--- config.mk ---
export PLATFORM = sky130hd
export DESIGN_NAME = wb_ps2_fifo
export DESIGN_NICKNAME = d
export VERILOG_FILES = /design/src/rtl/wb_ps2_fifo_pkg.sv /design/src/rtl/wb_ps2_fifo_sync_fifo.sv /design/src/rtl/wb_ps2_fifo.sv
export SDC_FILE = /design/constraint.sdc
export NUM_CORES = 1
export LEC_CHECK = 0
export CORE_ASPECT_RATIO = 0.7
export CORE_UTILIZATION = 40
export DETAILED_ROUTE_END_ITERATION = 10
export PLACE_DENSITY = 0.69
export SYNTH_ARGS = -nofsm -noshare
export SYNTH_HDL_FRONTEND = slang
export SYNTH_SLANG_ARGS = --single-unit
export TNS_END_PERCENT = 30
--- constraint.sdc ---
create_clock -name clk -period 3.1 [get_ports clk]
set_input_delay 0.31 -clock clk [delete_from_list [all_inputs] [get_ports clk]]
set_output_delay 0.31 -clock clk [all_outputs]
set_load 0.03 [all_outputs]
--- src/rtl/wb_ps2_fifo_pkg.sv ---
// Shared definitions for the Wishbone PS/2 FIFO block: register decode,
// STATUS/CTRL bit positions and the TX sequencer states.
package ps2_pkg;

    localparam logic [2:0] REG_STATUS = 3'd0;
    localparam logic [2:0] REG_RXDATA = 3'd1;
    localparam logic [2:0] REG_TXDATA = 3'd2;
    localparam logic [2:0] REG_CTRL   = 3'd3;

    localparam int ST_TX_BUSY   = 0;
    localparam int ST_TX_FULL   = 1;
    localparam int ST_RX_NEMPTY = 2;
    localparam int ST_RX_OVF    = 3;
    localparam int ST_RX_ERR    = 4;
    localparam int ST_TX_OVF    = 5;
    localparam int ST_IRQ       = 6;

    localparam int CTRL_RX_IE     = 0;
    localparam int CTRL_TXDONE_IE = 1;
    localparam int CTRL_ERR_IE    = 2;
    localparam int CTRL_FLUSH     = 3;

    typedef enum logic [1:0] {
        TX_IDLE,
        TX_LAUNCH,
        TX_WAIT_BUSY,
        TX_WAIT_DONE
    } tx_state_t;

endpackage

--- src/rtl/wb_ps2_fifo_sync_fifo.sv ---
// Show-ahead synchronous FIFO with flush; a push into a full FIFO is
// accepted only when a pop frees a slot in the same cycle.
module ps2_sync_fifo #(
    parameter int W  = 8,
    parameter int AW = 4
) (
    input  logic         clk,
    input  logic         reset,
    input  logic         push,
    input  logic         pop,
    input  logic         flush,
    input  logic [W-1:0] din,
    output logic [W-1:0] dout,
    output logic         full,
    output logic         empty,
    output logic [AW:0]  level
);

    localparam logic [AW:0] DEPTH = {1'b1, {AW{1'b0}}};

    logic [W-1:0]  mem [2**AW];
    logic [AW-1:0] wr_ptr;
    logic [AW-1:0] rd_ptr;
    logic          do_push;
    logic          do_pop;

    assign empty   = (level == '0);
    assign full    = (level == DEPTH);
    assign do_pop  = pop & ~empty;
    assign do_push = push & (~full | do_pop);
    assign dout    = mem[rd_ptr];

    always_ff @(posedge clk) begin
        if (do_push && !flush && reset) begin
            mem[wr_ptr] <= din;
        end
    end

    // Flush shares the reset path so it always beats a same-cycle push.
    always_ff @(posedge clk) begin
        if (!reset || flush) begin
            wr_ptr <= '0;
            rd_ptr <= '0;
            level  <= '0;
        end else begin
            if (do_push) begin
                wr_ptr <= wr_ptr + AW'(1);
            end
            if (do_pop) begin
                rd_ptr <= rd_ptr + AW'(1);
            end
            case ({do_push, do_pop})
                2'b10:   level <= level + (AW+1)'(1);
                2'b01:   level <= level - (AW+1)'(1);
                default: level <= level;
            endcase
        end
    end

endmodule

--- src/rtl/wb_ps2_fifo.sv ---
// Wishbone slave wrapping a PS/2 byte engine with an RX FIFO, a TX command
// queue feeding a small launch sequencer, and a maskable level interrupt.
module wb_ps2_fifo
    import ps2_pkg::*;
#(
    parameter int RX_AW = 4,
    parameter int TX_AW = 2
) (
    input  logic        clk,
    input  logic        reset,
    input  logic        wb_stb_i,
    input  logic        wb_cyc_i,
    input  logic        wb_we_i,
    input  logic [31:0] wb_adr_i,
    input  logic [3:0]  wb_sel_i,
    input  logic [31:0] wb_dat_i,
    output logic [31:0] wb_dat_o,
    output logic        wb_ack_o,
    input  logic [7:0]  eng_rx_data,
    input  logic        eng_rx_valid,
    input  logic        eng_rx_err,
    output logic [7:0]  eng_tx_data,
    output logic        eng_tx_start,
    input  logic        eng_tx_busy,
    output logic        irq
);

    logic        ack_q;
    logic        access;
    logic        wr;
    logic        rd;
    logic [2:0]  reg_sel;
    logic [31:0] read_mux;
    logic [31:0] status_word;

    logic        rx_ie;
    logic        txdone_ie;
    logic        err_ie;
    logic [7:0]  rx_thresh;
    logic        rx_ovf;
    logic        rx_err;
    logic        tx_ovf;
    logic        txdone_flag;
    logic        flush;

    logic        rx_push;
    logic        rx_pop;
    logic [7:0]  rx_dout;
    logic        rx_full;
    logic        rx_empty;
    logic [RX_AW:0] rx_level;
    logic [7:0]  rx_level_ext;
    logic [7:0]  thresh_eff;

    logic        tx_push;
    logic        tx_pop;
    logic [7:0]  tx_dout;
    logic        tx_full;
    logic        tx_empty;
    logic [TX_AW:0] tx_level;
    logic        tx_done;
    logic        tx_busy_any;
    logic        irq_d;
    tx_state_t   state;

    logic        unused_bits;

    assign access   = wb_stb_i & wb_cyc_i & ~ack_q;
    assign wr       = access & wb_we_i & wb_sel_i[0];
    assign rd       = access & ~wb_we_i;
    assign reg_sel  = wb_adr_i[4:2];
    assign wb_ack_o = wb_stb_i & wb_cyc_i & ack_q;

    assign flush   = wr && (reg_sel == REG_CTRL) && wb_dat_i[CTRL_FLUSH];
    assign rx_push = eng_rx_valid & ~eng_rx_err;
    assign rx_pop  = rd && (reg_sel == REG_RXDATA) && !rx_empty;
    assign tx_push = wr && (reg_sel == REG_TXDATA);
    assign tx_pop  = (state == TX_IDLE) && !tx_empty && !flush;
    assign tx_done = (state == TX_WAIT_DONE) && !eng_tx_busy;

    assign tx_busy_any  = (state != TX_IDLE) | eng_tx_busy;
    assign rx_level_ext = 8'(rx_level);
    assign thresh_eff   = (rx_thresh == 8'd0) ? 8'd1 : rx_thresh;
    assign irq_d = (rx_ie & (rx_level_ext >= thresh_eff))
                 | (txdone_ie & txdone_flag)
                 | (err_ie & (rx_ovf | rx_err | tx_ovf));

    assign status_word = {16'h0, rx_level_ext, 1'b0, irq, tx_ovf, rx_err,
                          rx_ovf, ~rx_empty, tx_full, tx_busy_any};

    assign unused_bits = ^{wb_adr_i[31:5], wb_adr_i[1:0], wb_sel_i[3:1],
                           wb_dat_i[31:16], tx_level};

    ps2_sync_fifo #(.W(8), .AW(RX_AW)) u_rx_fifo (
        .clk   (clk),
        .reset (reset),
        .push  (rx_push),
        .pop   (rx_pop),
        .flush (flush),
        .din   (eng_rx_data),
        .dout  (rx_dout),
        .full  (rx_full),
        .empty (rx_empty),
        .level (rx_level)
    );

    ps2_sync_fifo #(.W(8), .AW(TX_AW)) u_tx_fifo (
        .clk   (clk),
        .reset (reset),
        .push  (tx_push),
        .pop   (tx_pop),
        .flush (flush),
        .din   (wb_dat_i[7:0]),
        .dout  (tx_dout),
        .full  (tx_full),
        .empty (tx_empty),
        .level (tx_level)
    );

    always_comb begin
        read_mux = '0;
        case (reg_sel)
            REG_STATUS: read_mux = status_word;
            REG_RXDATA: if (!rx_empty) read_mux = {23'h0, 1'b1, rx_dout};
            REG_CTRL:   read_mux = {16'h0, rx_thresh, 5'h0, err_ie, txdone_ie, rx_ie};
            default:    read_mux = '0;
        endcase
    end

    // Bus register file; every side effect keys off the single access cycle.
    always_ff @(posedge clk) begin
        if (!reset) begin
            ack_q       <= 1'b0;
            wb_dat_o    <= '0;
            rx_ie       <= 1'b0;
            txdone_ie   <= 1'b0;
            err_ie      <= 1'b0;
            rx_thresh   <= '0;
            rx_ovf      <= 1'b0;
            rx_err      <= 1'b0;
            tx_ovf      <= 1'b0;
            txdone_flag <= 1'b0;
            irq         <= 1'b0;
        end else begin
            ack_q    <= access;
            wb_dat_o <= rd ? read_mux : 32'h0;
            irq      <= irq_d;

            if (wr && reg_sel == REG_CTRL) begin
                rx_ie     <= wb_dat_i[CTRL_RX_IE];
                txdone_ie <= wb_dat_i[CTRL_TXDONE_IE];
                err_ie    <= wb_dat_i[CTRL_ERR_IE];
                rx_thresh <= wb_dat_i[15:8];
            end

            if (wr && reg_sel == REG_STATUS) begin
                rx_ovf <= (rx_ovf & ~wb_dat_i[ST_RX_OVF]) | (rx_push & rx_full & ~rx_pop & ~flush);
                rx_err <= (rx_err & ~wb_dat_i[ST_RX_ERR]) | (eng_rx_valid & eng_rx_err);
                tx_ovf <= tx_ovf & ~wb_dat_i[ST_TX_OVF];
            end else begin
                rx_ovf <= rx_ovf | (rx_push & rx_full & ~rx_pop & ~flush);
                rx_err <= rx_err | (eng_rx_valid & eng_rx_err);
                tx_ovf <= tx_ovf | (tx_push & tx_full & ~tx_pop);
            end

            if (flush || tx_push) begin
                txdone_flag <= 1'b0;
            end else if (tx_done && tx_empty) begin
                txdone_flag <= 1'b1;
            end
        end
    end

    // TX sequencer: flush empties the queue but never aborts the byte in flight.
    always_ff @(posedge clk) begin
        if (!reset) begin
            state        <= TX_IDLE;
            eng_tx_start <= 1'b0;
            eng_tx_data  <= '0;
        end else begin
            eng_tx_start <= 1'b0;
            case (state)
                TX_IDLE: begin
                    if (tx_pop) begin
                        eng_tx_data  <= tx_dout;
                        eng_tx_start <= 1'b1;
                        state        <= TX_LAUNCH;
                    end
                end
                TX_LAUNCH:    state <= TX_WAIT_BUSY;
                TX_WAIT_BUSY: if (eng_tx_busy) state <= TX_WAIT_DONE;
                TX_WAIT_DONE: if (!eng_tx_busy) state <= TX_IDLE;
                default:      state <= TX_IDLE;
            endcase
        end
    end

endmodule
==> out/results.txt <==
Ant. Diodes -> 0
DRT Pass-1 Iters -> 5
Seq/Total Area, Yosys -> 65.6%
Final nets -> 835
register bit count reported by yosys -> 228
Reg area -> 6170 um^2
vias post-DR -> 5,518
Setup TNS -> 0 ns
gpl congestion -> 0.879
hold_ws -> 0.461 ns
fillers -> 1,882
Hold Vio Cnt, Final -> 0
Detail Route Antenna Nets -> 0
Final setup viols -> 0
worst rel slew slack -> 52.1%
Global Route Usage Sum -> 17.9%
Cell Area, Synth -> 9400 um^2
initial antenna violation count -> 0
clock skew -> 0.0152 ns
final wirelength -> 21,100 um
initial DRC count -> 470
Ports -> 127
worst slack, placed -> -0.520 ns
static leakage -> 3.81 nW
WL/cell -> 20.0 um
number of remaining DRC errors -> 0
Site Rows -> 46
clock sinks -> 228
Mapped Cells -> 619
postcts setup bufs -> 0
crit end category -> register
post-layout worst setup margin -> 0.160 ns
status -> finished, final reports clean
max-slew violations -> 0
post-place instance area -> 10,600 um^2
final critical-path share of the clock period -> 94.8%
CTS max path bufs -> 3
share of cells above drive strength 1 -> 18.6%
Synth warnings -> 0
Worst Setup Start Kind -> register
drt via density -> 5.23
Skew-Pair Late Insertion Delay -> 0.50 ns
grt ovf -> 0
depth of the CTS H-tree -> 1
overall die height -> 130 um
global-route wire length before repair -> 32,000 um
CTS tree -> built
hold crit path type -> in2reg
port bufs -> 62
Crit Path Class -> reg2reg
FMAX -> 340 MHz
Critical Path AT -> 3.37 ns
share of synthesized registers carrying an async set or reset -> 0%
area occupied by multi-input gates -> 3020 um^2
Netlist cell types -> 56
CTS buffer count -> 23
vias in the first global route -> 5,711
area grow syn2layout -> 21.7%
main flop type after synthesis -> edfxtp_1
Initial Util -> 41.1%
worst slew pin tran -> 0.718 ns
die width -> 185 um
WP data required -> 3.53 ns
Pwr Density -> 616 nW/um^2
Mean Syn Cell Area -> 15.2 um^2
Max VDD drop -> 304 uV
area of the die -> 24,100 um^2
Max Cap Viol -> 0
clk slew on worst S/H paths -> 0.06 ns
largest net degree at the start of global routing -> 37
RSZ-0062 raised after global routing -> false
EDFF count, synth -> 160
worst-path fanout max -> 4
post-layout instance area -> 11,400 um^2
Tmin final -> 2.94 ns
Core ar. -> 22,800 um^2
clock root cell -> clkbuf_16
Post-DP HPWL -> 14,300 um
-- stage by stage --
step	util, %	cells	total power, mW
floorplan	-	634	4.08
global placement	46.6	1014	4.32
detailed placement	46.6	1014	4.37
CTS	49.9	1055	7.08
global route	50.0	1055	7.29
finish	50.0	1055	7.04
-- state kept, by name, indices dropped and copies added (netlist names), 3 cells and up, named ones only --
signal,count
u_rx_fifo.mem,128
u_tx_fifo.level,3
u_rx_fifo.rd_ptr,4
rx_thresh,8
u_tx_fifo.mem,32
wb_dat_o,16
u_rx_fifo.level,5
u_rx_fifo.wr_ptr,4
eng_tx_data,8
-- critical path, cell delays in order, from the launching register on --
cell and delay (ns):
dfxtp_1 0.33, nand4bb_4 0.26, buf_4 0.17, a2111oi_4 0.31, ha_2 0.29, inv_1 0.08, fa_1 0.39, nor2b_2 0.16
o21ai_1 0.10, and3_1 0.21, or4_1 0.41, a21oi_1 0.15
-- placed cells by master (no fill, tap or decap), types with 6 or more instances in the layout --
cell / Yosys / final
mux2i_1: 30 / 30
nor2b_1: 26 / 25
and3_1: 9 / 9
dfxtp_1: 68 / 68
clkbuf_1: 17 / 8
ha_1: 22 / 21
clkdlybuf4s50_1: 0 / 62
nor2_1: 45 / 45
nand2_1: 19 / 19
a21oi_1: 17 / 17
nor3_1: 12 / 11
mux4_2: 42 / 42
edfxtp_1: 160 / 160
nand2b_1: 6 / 6
and2_1: 6 / 6
xnor2_1: 7 / 7
nand3_1: 6 / 6
buf_4: 16 / 50
inv_1: 21 / 21
conb_1: 1 / 16
clkbuf_16: 0 / 23
-- timing repair --
item | 4_1_cts | 5_1_grt
hold buffers | 0 | 0
pin swaps | 1 | 1
endpoints found under the setup margin | 1 | 1
gates resized for setup | 3 | 4
-- cell usage after synthesis (3+ instances only) --
| cell | n | area (um^2) |
|---|---|---|
| xor2_1 | 5 | 43.8 |
| and3_1 | 9 | 56.3 |
| edfxtp_1 | 160 | 4800 |
| buf_4 | 16 | 120 |
| buf_1 | 3 | 11.3 |
| nand3_1 | 6 | 30.0 |
| nand2_1 | 19 | 71.3 |
| a21boi_0 | 4 | 30.0 |
| nor3_1 | 12 | 60.1 |
| nor4_1 | 4 | 25.0 |
| mux4_2 | 42 | 946 |
| o21a_1 | 4 | 30.0 |
| a22oi_1 | 5 | 37.5 |
| ha_1 | 22 | 275 |
| buf_2 | 9 | 45.0 |
| xnor2_1 | 7 | 61.3 |
| dfxtp_1 | 68 | 1360 |
| o21ai_0 | 6 | 30.0 |
| nor2_1 | 45 | 169 |
| inv_1 | 21 | 78.8 |
| o22ai_1 | 3 | 18.8 |
| a22o_1 | 4 | 35.0 |
| and2_1 | 6 | 37.5 |
| clkbuf_1 | 17 | 63.8 |
| mux2i_1 | 30 | 300 |
| nand2b_1 | 6 | 37.5 |
| a21o_1 | 4 | 30.0 |
| a21oi_1 | 17 | 85.1 |
| a211oi_1 | 5 | 37.5 |
| nor2b_1 | 26 | 163 |
-- worst paths after layout --
kind	start	endpoint	slack [ns]	cells after the start
max reg2reg	ack_q	u_rx_fifo.level[4]	0.16	11
min reg2reg	u_tx_fifo.level[1]	u_tx_fifo.level[1]	0.51	2
min	wb_dat_i[8]	rx_thresh[0]	0.46	3
max	ack_q	u_rx_fifo.level[4]	0.16	11
-- routing by layer --
| metal | share of wire (%) | GRT usage [%] | vias to the layer above |
|---|---|---|---|
| met5 | 0 | 0 | - |
| met4 | 1.5 | 3.79 | 0 |
| met3 | 6.4 | 3.77 | 28 |
| met2 | 47 | 29.1 | 186 |
| met1 | 45 | 24.8 | 2786 |
| li1 | - | - | 2518 |
-- final cells by class --
| cell class | instances | share of cell area (%) |
|---|---|---|
| Clock buffer | 35 | 5.78 |
| Inverter | 21 | 0.689 |
| Clock inverter | 6 | 0.678 |
| Sequential cell | 228 | 53.9 |
| Tap cell | 312 | 3.41 |
| Timing Repair Buffer | 114 | 9.06 |
| Multi-Input combinational cell | 339 | 26.4 |
-- report_power, final --
group / internal [mW] / switching (mW) / total, mW / leakage (nW)
registers: 3.34 / 0.0938 / 3.43 / 1.99
clock network: 1.63 / 1.09 / 2.72 / 0.361
logic: 0.411 / 0.476 / 0.888 / 1.46
total: 5.38 / 1.66 / 7.04 / 3.81
-- kinds of logic (layout without fill, tap and decap cells) --
kind of cell | after synthesis | after routing | share of synthesized area [%]
buffers and inverters | 67 | 176 | 3.45
XOR/XNOR | 12 | 12 | 1.12
AND/OR/NAND/NOR | 148 | 148 | 8.10
multiplexers | 74 | 74 | 13.5
AO/OA/AOI/OAI | 65 | 65 | 4.82
flip-flops | 228 | 228 | 65.6
adder cells (fa/ha/maj) | 24 | 24 | 3.36
other | 1 | 16 | 0.0399
Note: power is estimated with default switching activity, not from simulation.
